`config.mk`:
```
export PLATFORM = sky130hd
export DESIGN_NAME = program_loader
export DESIGN_NICKNAME = d
export VERILOG_FILES = /design/src/rtl/loader_pkg.sv /design/src/rtl/word_assembler.sv /design/src/rtl/program_loader.sv
export SDC_FILE = /design/constraint.sdc
export NUM_CORES = 1
export LEC_CHECK = 0
export CAP_MARGIN = 5
export CORE_UTILIZATION = 35
export CTS_CLUSTER_SIZE = 10
export DETAILED_ROUTE_END_ITERATION = 8
export PLACE_DENSITY_LB_ADDON = 0.2
export SYNTH_ARGS = -nofsm -noshare
export SYNTH_HDL_FRONTEND = slang
export SYNTH_SLANG_ARGS = --single-unit
```
`constraint.sdc`:
```
create_clock -name clk -period 4.8 [get_ports clk]
set_input_delay 0.96 -clock clk [delete_from_list [all_inputs] [get_ports clk]]
set_output_delay 0.96 -clock clk [all_outputs]
set_load 0.05 [all_outputs]
```
`src/rtl/loader_pkg.sv`:
```
// Shared types and constants for the boot-time program loader.
package loader_pkg;

    typedef enum logic [2:0] {
        IDLE,
        DATA,
        WRITE,
        CHK,
        START
    } state_t;

    localparam int unsigned CHK_W = 8;

    function automatic int unsigned bytes_per_word(input int unsigned word_w);
        return word_w / 8;
    endfunction

endpackage

```
`src/rtl/word_assembler.sv`:
```
// Shifts stream bytes MSB-first into a word register and tracks the byte position.
module word_assembler
    import loader_pkg::*;
#(
    parameter int unsigned WORD_W = 16
) (
    input  logic              clk,
    input  logic              reset,
    input  logic              clr,
    input  logic              load,
    input  logic [7:0]        byte_in,
    output logic [WORD_W-1:0] word_out,
    output logic              word_full
);

    localparam int unsigned BPW = bytes_per_word(WORD_W);

    logic [2:0]        cnt_q, cnt_d;
    logic [WORD_W-1:0] word_q, word_d;

    // word_full flags the load that completes the word; the count wraps on that load.
    always_comb begin
        cnt_d     = cnt_q;
        word_d    = word_q;
        word_full = load && (cnt_q == 3'(BPW - 1));
        if (clr) begin
            cnt_d = '0;
        end else if (load) begin
            word_d = (word_q << 8) | WORD_W'(byte_in);
            cnt_d  = word_full ? 3'd0 : cnt_q + 3'd1;
        end
    end

    always_ff @(posedge clk or negedge reset) begin
        if (!reset) begin
            cnt_q  <= '0;
            word_q <= '0;
        end else begin
            cnt_q  <= cnt_d;
            word_q <= word_d;
        end
    end

    assign word_out = word_q;

endmodule

```
`src/rtl/program_loader.sv`:
```
// Receives a framed byte stream, writes assembled words to instruction memory,
// verifies the checksum and then launches the computer with a start pulse.
module program_loader
    import loader_pkg::*;
#(
    parameter int unsigned WORD_W = 16,
    parameter int unsigned ADDR_W = 8
) (
    input  logic              clk,
    input  logic              reset,
    input  logic [7:0]        rx_data,
    input  logic              rx_valid,
    output logic              rx_ready,
    output logic              mem_we,
    output logic [ADDR_W-1:0] mem_addr,
    output logic [WORD_W-1:0] mem_wdata,
    output logic              start,
    output logic              busy,
    output logic              err
);

    state_t            state_q, state_d;
    logic [7:0]        n_q, n_d;
    logic [ADDR_W-1:0] wcnt_q, wcnt_d;
    logic [CHK_W-1:0]  sum_q, sum_d;
    logic              err_q, err_d;
    logic [ADDR_W-1:0] addr_q, addr_d;
    logic [WORD_W-1:0] wdata_q, wdata_d;

    logic              asm_load, asm_clr, word_full, accept;
    logic [WORD_W-1:0] word;

    assign accept = rx_valid && rx_ready;

    word_assembler #(
        .WORD_W (WORD_W)
    ) u_word_assembler (
        .clk       (clk),
        .reset     (reset),
        .clr       (asm_clr),
        .load      (asm_load),
        .byte_in   (rx_data),
        .word_out  (word),
        .word_full (word_full)
    );

    always_comb begin
        state_d   = state_q;
        n_d       = n_q;
        wcnt_d    = wcnt_q;
        sum_d     = sum_q;
        err_d     = err_q;
        addr_d    = addr_q;
        wdata_d   = wdata_q;
        asm_load  = 1'b0;
        asm_clr   = 1'b0;
        rx_ready  = 1'b0;
        mem_we    = 1'b0;
        start     = 1'b0;
        busy      = 1'b0;
        mem_addr  = addr_q;
        mem_wdata = wdata_q;
        // rx_ready is gated by reset so it reads 0 while reset is held.
        unique case (state_q)
            IDLE: begin
                rx_ready = reset;
                if (accept) begin
                    n_d     = rx_data;
                    wcnt_d  = '0;
                    sum_d   = '0;
                    err_d   = 1'b0;
                    asm_clr = 1'b1;
                    state_d = (rx_data == 8'd0) ? CHK : DATA;
                end
            end
            DATA: begin
                rx_ready = reset;
                busy     = 1'b1;
                if (accept) begin
                    asm_load = 1'b1;
                    sum_d    = sum_q + rx_data;
                    if (word_full) begin
                        state_d = WRITE;
                    end
                end
            end
            WRITE: begin
                busy      = 1'b1;
                mem_we    = 1'b1;
                mem_addr  = wcnt_q;
                mem_wdata = word;
                addr_d    = wcnt_q;
                wdata_d   = word;
                wcnt_d    = wcnt_q + 1'b1;
                state_d   = (wcnt_q + 1'b1 == ADDR_W'(n_q)) ? CHK : DATA;
            end
            CHK: begin
                rx_ready = reset;
                busy     = 1'b1;
                if (accept) begin
                    if (rx_data == sum_q) begin
                        state_d = START;
                    end else begin
                        err_d   = 1'b1;
                        state_d = IDLE;
                    end
                end
            end
            START: begin
                start   = 1'b1;
                state_d = IDLE;
            end
            default: state_d = IDLE;
        endcase
    end

    always_ff @(posedge clk or negedge reset) begin
        if (!reset) begin
            state_q <= IDLE;
            n_q     <= '0;
            wcnt_q  <= '0;
            sum_q   <= '0;
            err_q   <= 1'b0;
            addr_q  <= '0;
            wdata_q <= '0;
        end else begin
            state_q <= state_d;
            n_q     <= n_d;
            wcnt_q  <= wcnt_d;
            sum_q   <= sum_d;
            err_q   <= err_d;
            addr_q  <= addr_d;
            wdata_q <= wdata_d;
        end
    end

    assign err = err_q;

endmodule
```
; Word level (Yosys, flattened, before mapping)
; Index checks and enable logic that the tools add are counted.
[totals]
reg_bits = 71
input_bits = 11
out_inout_bits = 29
[classes]
add_sub_neg = 3
eq_ne = 12
muxes = 28
n_bitwise = 2
n_reduce_logical = 16
[op_table]
columns = cell, n
row1 = $pmux 8 s2, 2
row2 = $mux 3, 8
row3 = $mux 8, 3
row4 = $eq 8x8->1, 2
row5 = $mux 16, 1
row6 = $or 16x8->16, 1
row7 = $pmux 3 s4, 1
row8 = $mux 1, 10
row9 = $add 8x1->8 const B, 1
row10 = $add 8x8->8, 1
row11 = $logic_not 8->1, 1
row12 = $ne 2x2->1 const B, 4
row13 = $reduce_and 4->1, 2
row14 = $reduce_bool 2->1, 4
row15 = $eq 3x1->1 const B, 2
row16 = $eq 3x2->1 const B, 2
row17 = $reduce_and 2->1, 3
row18 = $reduce_or 3->1, 2
row19 = $mux 2, 2
row20 = $add 3x1->3 const B, 1
row21 = $eq 3x3->1 const B, 1
row22 = $logic_not 3->1, 1
row23 = $reduce_and 3->1, 1
row24 = $logic_and 1x1->1, 2
row25 = 3 further kinds, 3

; Depth between registers and ports, before layout
[depth]
ltp_word = 10
mapped_depth = 7

; By module
; Synthesis repeated with hierarchy kept, for this count alone.
[hier_totals]
hier_cells = 346
area_unflattened_um2 = 3463.3
[modules_own_cells]
columns = mod, n_inst, cells_each, area_each_um2
row1 = program_loader, 1, 293, 2642.5
row2 = word_assembler, 1, 53, 820.8

; Least setup slack after synthesis
; OpenSTA, ideal clock, no wires.
[synth_path]
path_kind = register to output
from = reg state_q[2]
to = out mem_addr[0]
arrival_time_ps = 1848
required_time_ps = 3840
slack_ps = 1992
stages_incl_launch_ff = 7
n_path_buf = 1
path_cell_list = dfrtp_1 nor2_2 nand2_2 inv_2 clkbuf_1 nand2_1 nand2_1
[synth_via]
elab_chain_cells = 2
[synth_lines]
columns = element, line
row1 = start: declaration, program_loader.sv:22  ; state_t state_q, state_d;
row2 = start signal: assignment, program_loader.sv:127  ; state_q <= state_d;
row3 = $eq 3x2->1, program_loader.sv:64  ; unique case (state_q)
row4 = $mux 8, program_loader.sv:64
row5 = end: declaration, program_loader.sv:15  ; output logic [ADDR_W-1:0] mem_addr,
; Every way passes these cells.

; Worst setup path after layout
[layout_path]
from = reg state_q[0]
to = out mem_wdata[12]
[layout_via]
elab_chain_cells = 2
[layout_lines]
columns = element, line
row1 = $eq 3x2->1, program_loader.sv:64
row2 = $mux 16, --
row3 = end: declaration, program_loader.sv:16  ; output logic [WORD_W-1:0] mem_wdata,
; Every way passes these cells.

==> out/results.tsv <==
metric	value	unit
first-pass GRT wire length	12760	µm
Worst setup startpoint	state_q[0]	
Cell Area, Synth	3457	µm²
dpl cells	493	
fin crit period	3.653	ns
FF+latch count, synth	71	
Ys Warns	0	
TritonCTS buffer count	9	
leak pwr	1.902	nW
# nets final	397	
final setup vio count	0	
vias per cell	4.963	
fin area	4139	µm²
worst-path fanout max	30	
Detail Route met2 WL	3313	µm
total grt overflow	0	
Period Utilization, post-route	76.10	%
layout cells sized above 1	11.58	%
post-synthesis adder-cell area fraction	4.198	%
Area after DPL	3941	µm²
Top cell by count, worst path	nand2_1	
clk_lat worst skew	0.35	ns
depth of the worst register-to-register path	7	
io pins	40	
global placer's final weighted congestion	0.8482	
Core Area	9415	µm²
Synth Area in Compound Gates	10.71	%
largest net degree at the start of global routing	67	
I/O Buffers	39	
Die ar.	10280	µm²
worst path required time	3.84	ns
drt first pass iters	4	
WHS	0.4706	ns
Non-Filler Instances	509	
Max-Cap Viols	0	
antenna viol nets, final	0	
Hold Crit Class	in2async	
Mapped Cells	337	
crit path launch type	flip-flop	
DRT met1 WL	3741	µm
fraction of synthesized area in multiplexers	8.976	%
post-layout worst setup margin	1.147	ns
met3 wire length	280	µm
number of enable flip-flop cells after synthesis	0	
vias in the first global route	2504	
status	finished, final reports clean	
asr flop ratio synth	100.0	%
XOR/XNOR Fraction of Synth Area	4.054	%
Final Max Slew Viols	0	
Max clock buf depth	2	
highest routed layer	met4	
largest family of logic cells by synthesized area	simple AND/OR/NAND/NOR gates	
worst slack, placed	1.468	ns
unrepaired setup endpoints after global routing	no	
CTS tree	yes	
Worst-path clk slew	0.08	ns
Cell variety after synth	53	
syn nets	359	
GRT Util Overall	16.26	%
crit path cell chain	nor2_2 > nand2_2 > inv_2 > nand2_1 > nand2_1 > clkdlybuf4s50_1	
area grow syn2layout	19.72	%
Sink Count	71	
Tot Pwr	2.910	mW
critical path depth	6	
DRT iter0 DRCs	132	
endpoints failing hold	0	
H-tree depth	3	
Initial Utilization	36.72	%
setup tns final	0	ns
Clock Skews	0.01304	ns
Post-Synth Simple-Gate Area	17.70	%
worst path arrival time	2.69	ns
clock root cell	clkbuf_8	
Seq/Total Area, Yosys	51.39	%
Setup CP Type	reg2out	
worst r2r src	sum_q[0]	
ys flop type	dfrtp_1	
Worst Max-Slew Pin Slew	0.8404	ns
chip width	101.4	µm
Die Y	101.4	µm
num rows	35	
CP max stage delay	0.80	ns
Post-CTS Resized	0	
PwrDens	703.2	nW/µm²
Worst path top cell family by delay	buffers and inverters	
Fmax	273.8	MHz
detailed placement HPWL	5045	µm
initial antenna violation count	0	
crit path max-delay cell type	clkdlybuf4s50_1	
Avg Inst Size Synth	10.26	µm²
worst vdd ir	0.2510	mV
DRC violations left	0	
final wirelength	7398	µm
post-layout util	43.96	%
Post-CTS Repair Setup Buffers	0	
hold_buf cts	0	
crit end category	output pin	
worst path bufs/invs	2	
WL/cell	14.53	µm
worst relative slew slack	43.97	%
Vias	2526	
antenna fix cells	0	
[placed cells by master, fill, tap and decap left out, types with 3 or more instances in the layout]
master           instances
clkdlybuf4s50_1         38
xor2_1                   9
mux2_4                   8
mux2_1                   8
o21ai_0                 17
dfrtp_1                 71
a211oi_1                 4
nor4_1                   3
o21ai_1                  8
clkbuf_8                 9
nor2_1                  10
nor3_1                   6
xnor2_1                  7
mux2_2                   8
nand2_1                 95
ha_1                    10
nand3_1                  8
a21oi_1                  7
a21o_1                   3
inv_1                    4
clkinvlp_4               3
[final cells by class]
cell class,count,area [µm²]
clock inverters,6,70.07
flip-flops and latches,71,1777
fillers,908,5276
repair buffers,41,400.4
multi-input cells,246,1578
well taps,129,161.4
inverters,6,25.02
clock buffers,10,127.6
[synthesized netlist by cell type, drive strengths merged, types with 6 or more instances]
| cell | instances | share of area, % |
|---|---|---|
| nor3 | 7 | 1.3 |
| inv | 6 | 0.72 |
| xor2 | 9 | 2.3 |
| nand2 | 97 | 11 |
| buf | 10 | 1.8 |
| o21ai | 25 | 3.6 |
| mux2 | 24 | 8.7 |
| xnor2 | 7 | 1.8 |
| ha | 10 | 3.6 |
| a21oi | 7 | 1.0 |
| nor2 | 12 | 1.4 |
| dfrtp | 71 | 51 |
| nand3 | 9 | 1.4 |
[state kept, by name (all words and copies together) (netlist names)]
name                       cells
n_q                            8
u_word_assembler.word_out     16
addr_q                         8
wdata_q                       16
state_q                        3
sum_q                          8
err                            1
u_word_assembler.cnt_q         3
wcnt_q                         8
[where the power goes]
| part | switching, mW | internal, mW |
|---|---|---|
| Clock | 0.236 | 0.243 |
| Combinational | 0.852 | 0.542 |
| Sequential | 0.189 | 0.850 |
[per-layer routing]
metal,vias up,global-route usage (%)
li1,1241,-
met5,-,0
met3,5,4.348
met2,54,25.07
met1,1226,22.73
met4,0,4.013
[worst paths after layout]
check | to | slack, ns
max | mem_wdata[12] | 1.15
min | state_q[0] | 0.47
max reg2reg | sum_q[6] | 2.78
min reg2reg | wdata_q[9] | 0.48
max in group asynchronous | wdata_q[6] | 3.23
min in group clk | wdata_q[9] | 0.48
[kinds of logic after synthesis]
kind of cell,after synthesis
adders and majority gates,11
buffers and inverters,20
xor gates and xnor gates,16
AOI/OAI and AO/OA,56
DFF,71
and+or+nand+nor,138
muxes,25
(Power assumes the default switching activity.)
